## config.mk

```make
export PLATFORM = sky130hd
export DESIGN_NAME = life_sequencer
export DESIGN_NICKNAME = d
export VERILOG_FILES = /design/src/rtl/life_pkg.sv /design/src/rtl/life_wr_delay.sv /design/src/rtl/life_sequencer.sv
export SDC_FILE = /design/constraint.sdc
export NUM_CORES = 1
export LEC_CHECK = 0
export BUFFER_PORTS_ARGS = -buffer_cell sky130_fd_sc_hd__buf_2
export CAP_MARGIN = 30
export CORE_ASPECT_RATIO = 1.2
export CORE_MARGIN = 2
export CORE_UTILIZATION = 41
export CTS_CLUSTER_DIAMETER = 80
export DETAILED_ROUTE_END_ITERATION = 12
export PLACE_DENSITY_LB_ADDON = 0.12
export SYNTH_ARGS = -nofsm -noshare
export SYNTH_HDL_FRONTEND = slang
export SYNTH_SLANG_ARGS = --single-unit
```

## constraint.sdc

```tcl
create_clock -name clk -period 1.99 [get_ports clk]
set_input_delay 0.398 -clock clk [delete_from_list [all_inputs] [get_ports clk]]
set_output_delay 0.398 -clock clk [all_outputs]
set_load 0.02 [all_outputs]
```

## src/rtl/life_pkg.sv

```systemverilog
// Shared types and constants for the life engine sequencer.
package life_pkg;

    localparam int VID_LAT   = 3;
    localparam int RBITS_DEF = 8;

    typedef enum logic [1:0] {
        IDLE  = 2'd0,
        INIT  = 2'd1,
        PASS  = 2'd2,
        DRAIN = 2'd3
    } state_t;

    typedef logic [RBITS_DEF-1:0] row_t;
    typedef logic [RBITS_DEF:0]   addr_t;

endpackage

```

## src/rtl/life_wr_delay.sv

```systemverilog
// Fixed-depth shift register of {valid,row} entries; advances every cycle.
module life_wr_delay #(
    parameter int DEPTH = 4,
    parameter int W     = 8
) (
    input  logic         clk,
    input  logic         reset,
    input  logic         in_v,
    input  logic [W-1:0] in_row,
    output logic         out_v,
    output logic [W-1:0] out_row,
    output logic         any_v
);

    logic [DEPTH-1:0] v_r;
    logic [W-1:0]     row_r [DEPTH];

    // shift valid and row tags one stage per cycle
    always_ff @(posedge clk) begin
        if (reset) begin
            v_r <= {DEPTH{1'b0}};
            for (int i = 0; i < DEPTH; i++) begin
                row_r[i] <= {W{1'b0}};
            end
        end else begin
            v_r      <= {v_r[DEPTH-2:0], in_v};
            row_r[0] <= in_row;
            for (int i = 1; i < DEPTH; i++) begin
                row_r[i] <= row_r[i-1];
            end
        end
    end

    assign out_v   = v_r[DEPTH-1];
    assign out_row = row_r[DEPTH-1];
    assign any_v   = |v_r;

endmodule

```

## src/rtl/life_sequencer.sv

```systemverilog
// Generation-pass sequencer for the linear life engine: ping-pong RAM banks,
// video read arbitration and host init writes.
module life_sequencer
    import life_pkg::*;
#(
    parameter int ROWS   = 256,
    parameter int RBITS  = 8,
    parameter int WR_DLY = 4,
    parameter int GBITS  = 16
) (
    input  logic             clk,
    input  logic             reset,
    input  logic             start,
    input  logic             run,
    output logic             busy,
    output logic             gen_done,
    output logic [GBITS-1:0] gen_count,
    output logic             disp_bank,
    input  logic             vid_req,
    input  logic [RBITS-1:0] vid_row,
    output logic             vid_gnt,
    output logic             vid_valid,
    input  logic             init_en,
    input  logic             init_wr,
    input  logic [RBITS-1:0] init_row,
    output logic [RBITS:0]   raddr,
    output logic [RBITS:0]   waddr,
    output logic             we,
    output logic             sh,
    output logic             ld,
    output logic             init
);

    localparam int               KBITS      = RBITS + 2;
    localparam logic [KBITS-1:0] K_ZERO     = KBITS'(0);
    localparam logic [KBITS-1:0] K_ONE      = KBITS'(1);
    localparam logic [KBITS-1:0] K_FIRST_WR = KBITS'(2);
    localparam logic [KBITS-1:0] K_LAST     = KBITS'(ROWS + 1);
    localparam logic [RBITS-1:0] ROW_ONE    = RBITS'(1);
    localparam logic [RBITS-1:0] ROW_TWO    = RBITS'(2);

    state_t           state_r, state_s;
    logic [KBITS-1:0] k_r, k_s;
    logic             disp_bank_r;
    logic [GBITS-1:0] gen_count_r;

    logic             sh_s, ld_s, we_s, init_s, gen_done_s;
    logic [RBITS:0]   raddr_s, waddr_s;

    logic             push_v_s;
    logic [RBITS-1:0] push_row_s;
    logic             wr_out_v_s;
    logic [RBITS-1:0] wr_out_row_s;
    logic             wr_any_s;

    logic             vid_valid_s;
    logic             vid_row_d_s;
    logic             vid_any_s;
    logic             vid_unused_s;

    // state, pass read index, display bank and generation counter
    always_ff @(posedge clk) begin
        if (reset) begin
            state_r     <= IDLE;
            k_r         <= K_ZERO;
            disp_bank_r <= 1'b0;
            gen_count_r <= {GBITS{1'b0}};
        end else begin
            state_r <= state_s;
            k_r     <= k_s;
            if (gen_done_s) begin
                disp_bank_r <= ~disp_bank_r;
                gen_count_r <= gen_count_r + GBITS'(1);
            end else begin
                disp_bank_r <= disp_bank_r;
                gen_count_r <= gen_count_r;
            end
        end
    end

    // next state, read-port arbitration and write-port selection
    always_comb begin
        state_s    = state_r;
        k_s        = k_r;
        sh_s       = 1'b0;
        ld_s       = 1'b0;
        we_s       = 1'b0;
        init_s     = 1'b0;
        gen_done_s = 1'b0;
        raddr_s    = {(RBITS+1){1'b0}};
        waddr_s    = {(RBITS+1){1'b0}};

        // video always owns the read port when it asks; it reads the shown bank
        if (vid_req) begin
            ld_s    = 1'b1;
            raddr_s = {disp_bank_r, vid_row};
        end else begin
            ld_s    = 1'b0;
        end

        case (state_r)
            IDLE: begin
                if (init_en) begin
                    state_s = INIT;
                end else if (start || run) begin
                    state_s = PASS;
                    k_s     = K_ZERO;
                end else begin
                    state_s = IDLE;
                end
            end
            INIT: begin
                init_s = 1'b1;
                if (init_wr) begin
                    we_s    = 1'b1;
                    waddr_s = {disp_bank_r, init_row};
                end else begin
                    we_s    = 1'b0;
                end
                if (!init_en) begin
                    state_s = IDLE;
                end else begin
                    state_s = INIT;
                end
            end
            PASS: begin
                // index k reads row k-1, giving the torus order ROWS-1,0..ROWS-1,0
                if (!vid_req) begin
                    sh_s    = 1'b1;
                    raddr_s = {disp_bank_r, k_r[RBITS-1:0] - ROW_ONE};
                    k_s     = k_r + K_ONE;
                    if (k_r == K_LAST) begin
                        state_s = DRAIN;
                    end else begin
                        state_s = PASS;
                    end
                end else begin
                    sh_s = 1'b0;
                end
            end
            DRAIN: begin
                if (!wr_any_s) begin
                    gen_done_s = 1'b1;
                    if (run) begin
                        state_s = PASS;
                        k_s     = K_ZERO;
                    end else begin
                        state_s = IDLE;
                    end
                end else begin
                    state_s = DRAIN;
                end
            end
            default: begin
                state_s = IDLE;
            end
        endcase

        // delayed compute writes go to the bank not being read
        if (wr_out_v_s) begin
            we_s    = 1'b1;
            waddr_s = {~disp_bank_r, wr_out_row_s};
        end else begin
            we_s    = we_s;
        end
    end

    // the engine emits an output row once it holds the rows above and below it
    assign push_v_s   = sh_s && (k_r >= K_FIRST_WR);
    assign push_row_s = k_r[RBITS-1:0] - ROW_TWO;

    life_wr_delay #(
        .DEPTH (WR_DLY),
        .W     (RBITS)
    ) u_wr_delay (
        .clk     (clk),
        .reset   (reset),
        .in_v    (push_v_s),
        .in_row  (push_row_s),
        .out_v   (wr_out_v_s),
        .out_row (wr_out_row_s),
        .any_v   (wr_any_s)
    );

    life_wr_delay #(
        .DEPTH (VID_LAT),
        .W     (1)
    ) u_vid_delay (
        .clk     (clk),
        .reset   (reset),
        .in_v    (vid_req),
        .in_row  (1'b0),
        .out_v   (vid_valid_s),
        .out_row (vid_row_d_s),
        .any_v   (vid_any_s)
    );

    assign vid_unused_s = vid_row_d_s ^ vid_any_s;

    assign busy      = (state_r == PASS) || (state_r == DRAIN);
    assign gen_done  = gen_done_s;
    assign gen_count = gen_count_r;
    assign disp_bank = disp_bank_r;
    assign vid_gnt   = vid_req;
    assign vid_valid = vid_valid_s;
    assign raddr     = raddr_s;
    assign waddr     = waddr_s;
    assign we        = we_s;
    assign sh        = sh_s;
    assign ld        = ld_s;
    assign init      = init_s;

endmodule

```

Yosys cells after proc, flatten, opt, wreduce, memory -nomap -nowiden

Memory sizes are Yosys's and may differ from the RTL's.
Cells that the tools add are included.

Flip-flop bits (word level): 36
Memory bits (writable): 32
Input bits: 23
Output and inout bits: 43
Word-level logic and storage cells: 69
Memories kept: 1

Memory list:

| memory           | words | bits a word | read ports | clocked after memory_dff | wr ports | line                | text |
|---|---|---|---|---|---|---|---|
| u_wr_delay.row_r | 4     | 8           | 4          | 0                        | 4        | life_wr_delay.sv:16 | `logic [W-1:0] row_r [DEPTH];` |

Add/sub/neg operators: 4
Order comparisons: 1
Equal/unequal tests: 9
Mux-type cells: 36
Bitwise gates (word level): 5
Reduce and logical (&&, ||, !) cells: 7

Operator list:

| cell                                                                                  | number |
|---|---|
| 9-bit two-way mux                                                                     | 6 |
| 10-bit two-way mux                                                                    | 5 |
| 8-bit two-way mux                                                                     | 4 |
| 10-bit one-hot mux with 3 select lines                                                | 1 |
| 16-bit by 1-bit adder with 16-bit output (second input constant)                      | 1 |
| 1-bit two-way mux                                                                     | 14 |
| 10-bit by 1-bit adder with 10-bit output (second input constant)                      | 1 |
| 10-bit by 9-bit == test with 1-bit output (second input constant)                     | 1 |
| 10-bit by 2-bit greater-or-equal comparator with 1-bit output (second input constant) | 1 |
| 2-bit two-way mux                                                                     | 5 |
| 2-bit != test (second input constant)                                                 | 5 |
| 2-bit one-hot mux with 4 select lines                                                 | 1 |
| 8-bit by 1-bit subtractor with 8-bit output (second input constant)                   | 1 |
| 8-bit by 2-bit subtractor with 8-bit output (second input constant)                   | 1 |
| 6-bit AND reduction                                                                   | 1 |
| 2-bit == test (second input constant)                                                 | 2 |
| 1-bit OR                                                                              | 4 |
| 4-bit OR reduction                                                                    | 1 |
| 3-bit nonzero test                                                                    | 1 |
| 2-bit by 1-bit == test with 1-bit output (second input constant)                      | 1 |
| 2-bit logical NOT                                                                     | 1 |
| 1-bit logical OR                                                                      | 2 |
| 1-bit logical AND                                                                     | 1 |
| 1-bit NOT                                                                             | 1 |

Depth between registers and ports, before layout

Word-level depth: 4
Mapped depth: 6
Mapped depth without buffers: 6

Cells and area by module

From an unflattened synthesis, not the netlist that was laid out.

Cell total of the unflattened synthesis: 333
Area, all modules: 3054.2 um^2

By module, submodules not included:

| module                      | times used | cells an instance | area an instance (um^2) | sequential area each (um^2) |
|---|---|---|---|---|
| life_sequencer              | 1          | 236               | 1859.3                  | 580.6 |
| life_wr_delay (u_wr_delay)  | 1          | 84                | 1028.5                  | 720.7 |
| life_wr_delay (u_vid_delay) | 1          | 13                | 166.4                   | 120.1 |

Worst setup path after synthesis

OpenSTA, ideal clock, no wires.

Path type: flip-flop to output port
Start point: register k_r[1]
End point: output port raddr[7]
Arrival time: 1869 ps
Required time: 1592 ps
Path slack: -277 ps
Cell stages (with the launch flop): 7
Buffers on the path: 0
Cell sequence: dfxtp_1 > inv_1 > ha_1 > nor3b_1 > nand3_1 > xor2_1 > o21ai_0

Longest elaborated chain between the ends: 3

Ends and longest elaborated chain:

| element                                     | line                  | text |
|---|---|---|
| start, declared                             | life_sequencer.sv:43  | `logic [KBITS-1:0] k_r, k_s;` |
| start signal, assigned                      | life_sequencer.sv:70  | `k_r <= k_s;` |
| 8-bit by 1-bit subtractor with 8-bit output | life_sequencer.sv:130 | `raddr_s = {disp_bank_r, k_r[RBITS-1:0] - ROW_ONE};` |
| 9-bit two-way mux                           | life_sequencer.sv:128 | `if (!vid_req) begin` |
| 9-bit two-way mux                           | life_sequencer.sv:101 | `case (state_r)` |
| end, declared                               | life_sequencer.sv:26  | `output logic [RBITS:0] raddr,` |

No other way between the ends.

Final worst setup path

Start point: register k_r[2]
End point: output port raddr[5]

Same word-level chain as after synthesis.

==> results.txt <==
----------------------------------------------------
[Global route]
  Initial antenna violation count ... 0
  Wire length of the first global-routing pass ... 10.7 mm
  GRT Total Usage ... 0.170
  GR Overflow Total ... 0
  Pin count of the biggest net entering global routing ... 61
  Number of global-route vias before repair ... 2340

[Floorplanning]
  Chip Width ... 82.5 um
  I/O pin total ... 66
  Area of the core ... 0.00719 mm^2
  Area of the die ... 0.00809 mm^2
  Total number of placement rows ... 34
  Die span in y ... 98.2 um
  Initial standard-cell utilization of the core ... 0.421

[Worst setup path]
  Delay of the slowest cell on the worst path ... 370 ps
  Launching element type of the critical path ... flip-flop
  Worst path required time ... 1590 ps
  Critical-path cell with the highest stage delay ... sky130_fd_sc_hd__dfxtp_4
  Depth of the most critical reg-to-reg path ... 6
  Setup crit end kind ... output port
  FF-to-FF End ... state_r[0]
  Arr. time, crit path ... 1680 ps
  CP cell instances ... inv_4 -> ha_4 -> nor3b_4 -> nand2_1 -> xor2_1 -> o21ai_1 -> buf_4
  Launch point of the worst reg-to-reg path ... k_r[5]
  Internal reg-to-reg setup slack ... 200 ps
  Largest fanout on the critical path ... 4
  Largest delay contributor family on the critical path ... flip-flops
  Buffers plus inverters on the worst setup path ... 2
  Critical path start-end classification ... reg2out

[Clock tree]
  Sinks on the clock net ... 68
  CTS max path bufs ... 2
  Number of buffers inserted for hold repair after clock tree synthesis ... 0
  Maximum level of the CTS H-tree ... 3
  Number of buffers created by CTS ... 9
  Clock input transition at the sequential cells of the worst setup and hold paths ... 80 ps
  Clock tree root buffer cell ... sky130_fd_sc_hd__clkbuf_8
  Insertion delay of the later-clocked pin in the worst-skew pair ... 330 ps
  CTS tree ... yes

[Hold path]
  Path type of the worst min-delay path ... reg2reg
  Number of cells on the worst hold path ... 1
  Worst hold path startpoint ... u_wr_delay.row_r[2][2]
  Sink of the worst hold path ... u_wr_delay.row_r[3][2]

[Power]
  Sw Share ... 0.262
  Internal portion of total power ... 0.00211 W
  Psw ... 0.000747 W
  Combinational share of power ... 0.095
  Maximum vdd ir drop ... 0.562 mV
  Power density relative to cell area ... 724 mW/mm^2
  Part of the total power dissipated in the clock network ... 0.413
  Reported leakage power ... 1.78 nW
  Sequential fraction of design power ... 0.491

[Final layout]
  Area delta synth->final ... 30.1%
  Fraction of layout instances using a drive strength above 1 ... 0.348
  Number of inserted filler cells in the final layout ... 688
  Total number of nets in the final design ... 445
  Combined area of the multi-input logic cells ... 0.00160 mm^2
  Storage cell area ... 0.00138 mm^2
  Number of diodes added for antenna fixing ... 0
  Design Area, Final ... 0.00394 mm^2

[Route]
  Drt via density ... 4.98
  Total wirelength of the detailed-routed design ... 6.64 mm
  Antenna-violating nets left ... 0
  First-iteration detailed-routing DRC count ... 86
  Via count ... 2534
  Average wire per standard cell ... 13.0 um
  Residual DRC ... 0
  Initial DRT Pass Iterations ... 4

[Synth]
  Number of different library cells in the post-synthesis netlist ... 48
  Net Count, Synth ... 360
  Sequential-to-total area share from yosys stat ... 0.449
  Seq cells post-synth ... 68
  Dominant cells by area after synthesis ... sky130_fd_sc_hd__dfxtp_1 45%, sky130_fd_sc_hd__nor2b_1 6.4%, sky130_fd_sc_hd__nand2_1 4.0%
  Mean cell area of the mapped netlist ... 9.21 um^2
  Most repeated cell in the gate-level netlist after synthesis ... sky130_fd_sc_hd__dfxtp_1
  Yosys Warn Count ... 0
  Synthesized instance count ... 329
  Share of flip-flops with an asynchronous set or reset ... 0
  Number of flops mapped to enable cells by yosys ... 0
  Post-synth top flop ... sky130_fd_sc_hd__dfxtp_1
  Post-synth top cells ... 68 x sky130_fd_sc_hd__dfxtp_1, 32 x sky130_fd_sc_hd__nand2_1, 31 x sky130_fd_sc_hd__nor2b_1
  Synth top area share ... 0.449
  Cell type contributing the most total cell area after synthesis ... sky130_fd_sc_hd__dfxtp_1
  Synth Cell Area ... 0.00303 mm^2

[STA]
  Time the final worst path needs with I/O delays and setup ... 2080 ps
  Worst-case headroom to the max-slew limit ... 0.712
  Setup TNS ... -345 ps
  Post-route setup slack ... -92.9 ps
  Fin. Hold Viols ... 0
  Worst clock skew ... 4.09 ps
  Number of max-slew violations in the final report ... 0
  Timing-limited maximum frequency ... 480 MHz
  Slew at the pin closest to its max-slew limit ... 431 ps
  Unrepaired setup endpoints after global routing ... true
  Portion of the clock cycle consumed by the worst path in the final layout ... 1.05
  Endpoints failing setup ... 4

[Placed design]
  Standard cell area after detailed placement ... 0.00352 mm^2
  # port buffers ... 65
  Weighted congestion reported at the end of routability-driven placement ... 0.849
  HPWL after DPL ... 4.38 mm

[Run status]
  Status ... finished with violations
  Violated checks ... setup timing

[Job]
  Max capacitance violation total ... 0

----------------------------------------------------
-- layout make-up --
class / instances / share of cell area
clock buffer: 9 / 0.0314
clock inverter: 7 / 0.0206
inverter: 7 / 0.00794
multi-input combinational: 232 / 0.406
sequential: 68 / 0.350
tap: 90 / 0.0286
timing repair buffer: 96 / 0.155
-- flip-flops by register name, summed over array words and instances, names as in the netlist --
signal            flops
u_wr_delay.row_r     32
gen_count            16
k_r                  10
u_wr_delay.v_r        4
u_vid_delay.v_r       3
state_r               2
disp_bank             1
-- routing by layer --
metal,up-vias,part of all wire,global-route usage,routed length [um]
met2,55,0.47,0.267,3130
met5,-,0,0,0
met1,1171,0.46,0.217,3080
li1,1296,-,-,-
met4,0,0.022,0.0667,148
met3,12,0.042,0.0471,282
-- power by group through the flow --
stage               Clock [W]  Combinational, W  Sequential [W]
floorplan                   0          0.000158         0.00144
global route          0.00129          0.000297         0.00141
finish                0.00118          0.000272         0.00140
CTS                   0.00122          0.000258         0.00140
global placement            0          0.000245         0.00143
detailed placement          0          0.000247         0.00144
-- worst max path at each step --
stage                           from       end  slack (ps)  cells after the start
after detailed placement      k_r[2]  raddr[7]          80                      7
after floorplan           state_r[1]  raddr[2]         0.2                      4
after CTS                     k_r[1]  raddr[4]        -100                      7
final                         k_r[2]  raddr[5]         -90                      7
after global routing          k_r[5]  raddr[6]        -190                      5
after global placement       vid_req  raddr[0]         110                      6
-- per-stage QoR --
stage	hold WS, ps	worst slack [ps]	power, W	util	std cells
2_1_floorplan	414	0.188	0.00159	-	329
3_3_place_gp	416	113	0.00168	0.489	481
3_5_place_dp	420	77.1	0.00168	0.489	481
4_1_cts	423	-101	0.00288	0.533	503
5_1_grt	427	-190	0.00299	0.548	509
6_report	432	-92.9	0.00285	0.548	509
-- cells in the final DEF (no fill, tap or decap), types with 3 or more instances in the layout --
cell and instances:
sky130_fd_sc_hd__xnor2_1 11, sky130_fd_sc_hd__and4_1 4, sky130_fd_sc_hd__dfxtp_4 3, sky130_fd_sc_hd__nand2b_1 8, sky130_fd_sc_hd__o211ai_1 4, sky130_fd_sc_hd__nand3_1 9
sky130_fd_sc_hd__nor2b_1 30, sky130_fd_sc_hd__o21ai_1 6, sky130_fd_sc_hd__a22o_1 9, sky130_fd_sc_hd__clkbuf_8 9, sky130_fd_sc_hd__inv_6 4, sky130_fd_sc_hd__dfxtp_2 4
sky130_fd_sc_hd__a21oi_1 11, sky130_fd_sc_hd__nand4_1 5, sky130_fd_sc_hd__o21ai_0 10, sky130_fd_sc_hd__xor2_1 10, sky130_fd_sc_hd__or3_1 6, sky130_fd_sc_hd__and3_1 5
sky130_fd_sc_hd__nor2_1 20, sky130_fd_sc_hd__ha_1 5, sky130_fd_sc_hd__mux2i_1 7, sky130_fd_sc_hd__nand2_1 30, sky130_fd_sc_hd__nor3_1 5, sky130_fd_sc_hd__buf_4 44
sky130_fd_sc_hd__buf_2 50, sky130_fd_sc_hd__dfxtp_1 61
-- timing repair --
item / in CTS / in global routing
cloned: 0 / 1
buffers inserted: 6 / 5
gates resized for setup: 23 / 25
setup endpoints to repair: 17 / 17
endpoints found under the hold margin: 0 / 0
pin swaps: 5 / 6
-- logic make-up (layout without fill, tap and decap cells) --
logic type      Yosys count  count (layout)  synth area share
compound gates           53              53             0.120
xor+xnor                 21              21            0.0607
fa+ha+maj                 8               8            0.0330
buf+inv                  30             119            0.0475
flops                    68              68             0.449
mux                       8               8            0.0268
simple gates            141             142             0.263
No activity file was read; power rests on OpenSTA's default activity.
